$ cat config.mk
export PLATFORM = sky130hd
export DESIGN_NAME = inst_fetcher
export DESIGN_NICKNAME = d
export VERILOG_FILES = /design/src/rtl/inst_fetcher_pkg.sv /design/src/rtl/inst_fetcher_queue.sv /design/src/rtl/inst_fetcher.sv
export SDC_FILE = /design/constraint.sdc
export NUM_CORES = 2
export LEC_CHECK = 0
export CORE_UTILIZATION = 25
export DETAILED_ROUTE_END_ITERATION = 6
export GPL_ROUTABILITY_DRIVEN = 1
export PLACE_DENSITY = 0.5
export RECOVER_POWER = 100
export SLEW_MARGIN = 20
export SYNTH_ARGS = -nofsm -noshare
export SYNTH_HDL_FRONTEND = slang
export SYNTH_SLANG_ARGS = --single-unit
$ cat constraint.sdc
create_clock -name clk_in -period 3.53 [get_ports clk_in]
set_input_delay 0.706 -clock clk_in [delete_from_list [all_inputs] [get_ports clk_in]]
set_output_delay 0.706 -clock clk_in [all_outputs]
set_load 0.05 [all_outputs]
$ cat src/rtl/inst_fetcher_pkg.sv
// Shared types and constants for the instruction fetch front end.
// The JAL predictor helper is only used when FETCH_JAL_PREDICT_EN is defined.
package inst_fetcher_pkg;

  localparam int INST_WIDTH = 32;
  localparam int ADDR_WIDTH = 32;
  localparam logic [6:0] JAL_TYPE = 7'b1101111;

  typedef enum logic [1:0] {
    ST_IDLE = 2'd0,
    ST_BUSY = 2'd1,
    ST_DROP = 2'd2
  } fetch_state_e;

  typedef struct packed {
    logic [INST_WIDTH-1:0] inst;
    logic [ADDR_WIDTH-1:0] pc;
    logic [ADDR_WIDTH-1:0] pred_pc;
  } iq_entry_t;

  function automatic logic [31:0] jal_imm(input logic [31:0] inst);
    return {{11{inst[31]}}, inst[31], inst[19:12], inst[20], inst[30:21], 1'b0};
  endfunction

endpackage

$ cat src/rtl/inst_fetcher_queue.sv
// Circular FIFO of {inst, pc, pred_pc} entries; clear has priority over push/pop.
// The caller never pushes when full and never pops when empty.
module inst_queue
  import inst_fetcher_pkg::*;
#(
  parameter int DEPTH = 16
) (
  input  logic      clk,
  input  logic      rst_n,
  input  logic      i_push,
  input  logic      i_pop,
  input  logic      i_clear,
  input  iq_entry_t i_wdata,
  output logic      o_full,
  output logic      o_empty,
  output iq_entry_t o_head
);

  localparam int PW = $clog2(DEPTH);
  localparam int CW = PW + 1;

  logic [PW-1:0] r_head;
  logic [PW-1:0] r_tail;
  logic [CW-1:0] r_count;
  iq_entry_t     r_mem [DEPTH];

  // Pointers, occupancy and storage; the head entry reads as zero out of reset.
  always_ff @(posedge clk or negedge rst_n) begin
    if (!rst_n) begin
      r_head  <= '0;
      r_tail  <= '0;
      r_count <= '0;
      for (int i = 0; i < DEPTH; i++) begin
        r_mem[i] <= '0;
      end
    end else if (i_clear) begin
      r_head  <= '0;
      r_tail  <= '0;
      r_count <= '0;
    end else begin
      if (i_push) begin
        r_mem[r_tail] <= i_wdata;
        r_tail        <= r_tail + PW'(1);
      end
      if (i_pop) begin
        r_head <= r_head + PW'(1);
      end
      case ({i_push, i_pop})
        2'b10:   r_count <= r_count + CW'(1);
        2'b01:   r_count <= r_count - CW'(1);
        default: r_count <= r_count;
      endcase
    end
  end

  assign o_full  = (r_count == CW'(DEPTH));
  assign o_empty = (r_count == CW'(0));
  assign o_head  = r_mem[r_head];

endmodule

$ cat src/rtl/inst_fetcher.sv
// Fetch front end: owns the PC, issues one ICache request at a time, queues words for decode.
// Define FETCH_JAL_PREDICT_EN to predict JAL targets; otherwise every word predicts pc+4.
module inst_fetcher
  import inst_fetcher_pkg::*;
#(
  parameter int          IQ_DEPTH = 16,
  parameter logic [31:0] RESET_PC = 32'h0
) (
  input  logic        clk_in,
  input  logic        rst_n_in,
  input  logic        rdy_in,
  output logic        icache_req_valid,
  output logic [31:0] icache_req_addr,
  input  logic        icache_rsp_valid,
  input  logic [31:0] icache_rsp_inst,
  input  logic        flush_in,
  input  logic [31:0] flush_pc,
  output logic        inst_valid,
  output logic [31:0] inst_out,
  output logic [31:0] inst_pc,
  output logic [31:0] inst_pred_pc,
  input  logic        inst_ready
);

  fetch_state_e r_state;
  fetch_state_e w_state_nxt;
  logic [31:0]  r_pc;
  logic [31:0]  w_pc_nxt;
  logic [31:0]  w_pred_pc;
  logic         w_full;
  logic         w_empty;
  logic         w_issue;
  logic         w_push;
  logic         w_pop;
  logic         w_clear;
  iq_entry_t    w_push_data;
  iq_entry_t    w_head;

  assign w_issue = (r_state == ST_IDLE) & rdy_in & ~flush_in & ~w_full;
  assign w_push  = (r_state == ST_BUSY) & icache_rsp_valid & rdy_in & ~flush_in;
  assign w_pop   = ~w_empty & inst_ready & rdy_in & ~flush_in;
  assign w_clear = rdy_in & flush_in;

  // Next-PC prediction for the word being returned this cycle.
  always_comb begin
    w_pred_pc = r_pc + 32'd4;
`ifdef FETCH_JAL_PREDICT_EN
    if (icache_rsp_inst[6:0] == JAL_TYPE) begin
      w_pred_pc = r_pc + jal_imm(icache_rsp_inst);
    end else begin
      w_pred_pc = r_pc + 32'd4;
    end
`endif
  end

  assign w_push_data = '{inst: icache_rsp_inst, pc: r_pc, pred_pc: w_pred_pc};

  // State and PC registers; everything holds while rdy_in is low.
  always_ff @(posedge clk_in or negedge rst_n_in) begin
    if (!rst_n_in) begin
      r_state <= ST_IDLE;
      r_pc    <= RESET_PC;
    end else begin
      r_state <= w_state_nxt;
      r_pc    <= w_pc_nxt;
    end
  end

  // Fetch FSM: flush redirects and, if a request is still in flight, marks it for discard.
  always_comb begin
    w_state_nxt = r_state;
    w_pc_nxt    = r_pc;
    if (!rdy_in) begin
      w_state_nxt = r_state;
    end else if (flush_in) begin
      w_pc_nxt = flush_pc;
      if ((r_state != ST_IDLE) && !icache_rsp_valid) begin
        w_state_nxt = ST_DROP;
      end else begin
        w_state_nxt = ST_IDLE;
      end
    end else begin
      case (r_state)
        ST_IDLE: begin
          if (w_issue) begin
            w_state_nxt = ST_BUSY;
          end else begin
            w_state_nxt = ST_IDLE;
          end
        end
        ST_BUSY: begin
          if (icache_rsp_valid) begin
            w_state_nxt = ST_IDLE;
            w_pc_nxt    = w_pred_pc;
          end else begin
            w_state_nxt = ST_BUSY;
          end
        end
        ST_DROP: begin
          if (icache_rsp_valid) begin
            w_state_nxt = ST_IDLE;
          end else begin
            w_state_nxt = ST_DROP;
          end
        end
        default: w_state_nxt = ST_IDLE;
      endcase
    end
  end

  inst_queue #(
    .DEPTH(IQ_DEPTH)
  ) u_queue (
    .clk    (clk_in),
    .rst_n  (rst_n_in),
    .i_push (w_push),
    .i_pop  (w_pop),
    .i_clear(w_clear),
    .i_wdata(w_push_data),
    .o_full (w_full),
    .o_empty(w_empty),
    .o_head (w_head)
  );

  // The idle state would otherwise request while reset is still asserted.
  assign icache_req_valid = w_issue & rst_n_in;
  assign icache_req_addr  = r_pc;
  assign inst_valid       = ~w_empty;
  assign inst_out         = w_head.inst;
  assign inst_pc          = w_head.pc;
  assign inst_pred_pc     = w_head.pred_pc;

endmodule
==> impl_metrics.json <==
{
  "seqPwrFrac": 0.383,
  "worstSetupPathType": "flip-flop to primary output",
  "pwr-share-clk": 0.341,
  "yosysSeqAreaShare": 0.550,
  "yosysMostFrequentCell": "nand2_1",
  "setup_violations": 110,
  "cp_max_fo": 7,
  "cts_tree": "done",
  "yosys.cell_types.count": 56,
  "firstDrtPassIters": 5,
  "switching_share": 0.317,
  "hold_end": "icache_req_addr[0]",
  "drive_gt1_frac": 0.275,
  "synth_commonest_cells": "2145 x nand2_1, 1551 x dfrtp_1, 696 x o21ai_0, 595 x mux2_2, 493 x clkbuf_1",
  "synth.top_cells.by_area": "dfrtp_1 55%, nand2_1 11%, mux2_2 9.5%, mux4_2 6.0%, o21ai_0 4.9%",
  "yosys.area_share.xor_xnor": 0.00385,
  "worst_slew_pin_slew_ns": 2.52,
  "slew_headroom": -0.680,
  "period_share": 1.08,
  "power.density_cell_area_nw_per_um2": 619,
  "fp.dieArea_um2": 284000,
  "gp_congestion": 0.810,
  "reg2reg_slack_ns": 0.31,
  "coreArea_um2": 280000,
  "ys_warn_count": 0,
  "netlist_instances": 6660,
  "finalCriticalPeriod_ns": 3.81,
  "grt_pass1_vias": 53200,
  "synth.area.mux_share": 0.195,
  "worstHoldStart": "flush_pc[0]",
  "root_buffer": "clkbuf_16",
  "p_int_w": 0.0373,
  "cts_buffers": 175,
  "fmax_mhz": 263,
  "grt_max_degree": 171,
  "synth_top_area_frac": 0.550,
  "die_w_um": 533,
  "finalClockSkew_ns": 0.0605,
  "synth_top_flop_cell": "dfrtp_1",
  "maxCapViolCount": 14,
  "cp.required_ns": 2.82,
  "numClockSinks": 1551,
  "syn_nets": 6741,
  "synth_top_family_by_area": "multiplexers",
  "grt_usage": 0.168,
  "area_growth_pct": 25.1,
  "htree_levels": 4,
  "post-route-util": 0.315,
  "num_io_pins": 200,
  "synth_compound_area_frac": 0.0872,
  "fin_nets": 6932,
  "synth_edf_count": 0,
  "rr_endpoint": "u_queue.r_mem[1037]",
  "violations": "capacitance limit, slew limit, setup timing",
  "switchingPower_w": 0.0174,
  "worstHoldPathCells": 3,
  "rows": 194,
  "initial_utilization": 0.252,
  "slew_viol_final": 1354,
  "hpwl_mm": 137,
  "drtIter0Drc": 4016,
  "status": "complete, but fails checks",
  "synthArstFlopShare": 1.00,
  "vdd_drop_max_mv": 0.487,
  "hold_path.class": "primary input to flip-flop",
  "clock_latency_ns": 0.84,
  "overflow": 0,
  "routedWlPerCell_um": 22.9,
  "rr_startpoint": "u_queue.r_tail[1]",
  "die_y_um": 533,
  "rsz0062_at_grt": "true",
  "comb_power_share": 0.275,
  "antenna_found_initial": 7,
  "viasPerCell": 4.85,
  "ant_nets": 0,
  "hold_viol": 0,
  "io_buffers": 199,
  "synth-adder-area-share": 0.00206,
  "drc": 0,
  "critPathArrivalTime_ns": 3.10,
  "synth.largest_area_cell": "dfrtp_1",
  "syn_area_um2": 70600,
  "synth_seq_cells": 1551,
  "reg2regPathDepth": 7,
  "synthSimpleGateAreaFrac": 0.126,
  "setup_ws_ns": -0.275,
  "start_kind": "flip-flop",
  "vias": 52000,
  "synth_area_per_cell_um2": 10.6,
  "clk_pin_slew_worst_paths_ns": 0.06,
  "leakage_nw": 40.2,
  "end_kind": "primary output",
  "drt-total-wl_mm": 245,
  "holdWs_ns": 0.417,
  "cts_max_path_buffers": 3,
  "grt_pass1_wl_mm": 359
}
## layout by cell type (no fill, tap or decap), drive strengths merged, types with 7 or more instances in the layout
cell,netlist,routed
nor2,40,40
nor2b,9,9
bufinv,0,11
dfrtp,1551,1551
xor2,17,17
mux2,595,595
o21ai,709,709
buf,113,385
o22ai,20,20
a221oi,95,95
mux2i,286,286
dlygate4sd3,0,34
clkinv,2,37
clkdlybuf4s50,0,67
nor3,16,16
inv,12,20
clkbuf,493,390
nor4,8,8
mux4,188,188
a21oi,122,122
and3,14,14
clkinvlp,0,7
nand2,2145,2146
xnor2,14,14
nand4,18,18
nand3,27,27
ha,10,10
a22oi,100,100
## power by group through the flow
stage	Combinational, W	Clock [W]	Sequential, W
after global placement	0.0120	0	0.0211
after global routing	0.0160	0.0197	0.0212
final	0.0151	0.0187	0.0210
after floorplan	0.00787	0	0.0208
after detailed placement	0.0121	0	0.0212
after CTS	0.0140	0.0191	0.0209
## per-stage QoR
step	TNS [ns]	worst slack, ns	area [µm²]	total power (W)	std cells
global placement	-0.152	-0.152	77800	0.0331	10200
detailed placement	0	0.0505	77800	0.0334	10200
CTS	-23.80	-0.347	86700	0.0540	10600
finish	-11.78	-0.275	88300	0.0547	10700
floorplan	0	0.207	70600	0.0287	6660
global route	-37.68	-0.378	88300	0.0569	10700
## registers in the layout (all words and copies together) (netlist names)
name and cells:
u_queue.r_count 5, icache_req_addr 32, u_queue.r_tail 4, u_queue.r_head 4, r_state 2, u_queue.r_mem 1504
## repair_timing
action / CTS / global route
hold endpoints to repair: 29 / 0
cloned: 40 / 24
pin swaps: 122 / 223
buffers inserted: 48 / 80
setup endpoints to repair: 96 / 96
hold buffers: 1 / 0
gates resized for setup: 378 / 481
## routing by layer
metal,GRT usage,part of all wire,wire [µm]
met1,0.218,0.43,107000
met2,0.286,0.49,120000
met3,0.0236,0.045,11000
met4,0.0579,0.031,7720
met5,0,0.000086,21
## area by class of cell
class / instances / area (µm²)
sequential: 1551 / 38800
multi-input combinational: 4490 / 31200
timing repair buffer: 619 / 7630
fill: 28200 / 192000
inverter: 14 / 52.6
tap: 3724 / 4660
antenna: 4 / 10.0
clock inverter: 61 / 800
clock buffer: 259 / 5080
## kinds of logic after synthesis
logic type | Yosys count
multiplexers | 1069
AND/OR/NAND/NOR | 2299
buffers and inverters | 620
AO/OA/AOI/OAI | 1079
adder cells (fa/ha/maj) | 11
XOR/XNOR | 31
flip-flops | 1551
## critical path, cell delays in order (launching register included)
cell and delay [ns]:
dfrtp_4 0.52, buf_8 0.16, buf_16 0.16, buf_12 0.15
clkbuf_16 0.17, buf_4 0.13, mux4_2 0.43, a22oi_2 0.19
nand2_4 0.14, buf_8 0.19
## worst max path at each step
stage / from / end / slack (ns) / cells after the start
detailed placement: rdy_in / u_queue.r_count[4] / 0.05 / 12
floorplan: flush_in / icache_req_valid / 0.21 / 3
global route: u_queue.r_head[0] / inst_pc[2] / -0.38 / 9
finish: u_queue.r_head[0] / inst_pc[2] / -0.28 / 9
CTS: u_queue.r_head[0] / inst_out[21] / -0.35 / 9
global placement: rdy_in / u_queue.r_count[4] / -0.15 / 12
Power figures use the tool's default switching activity.
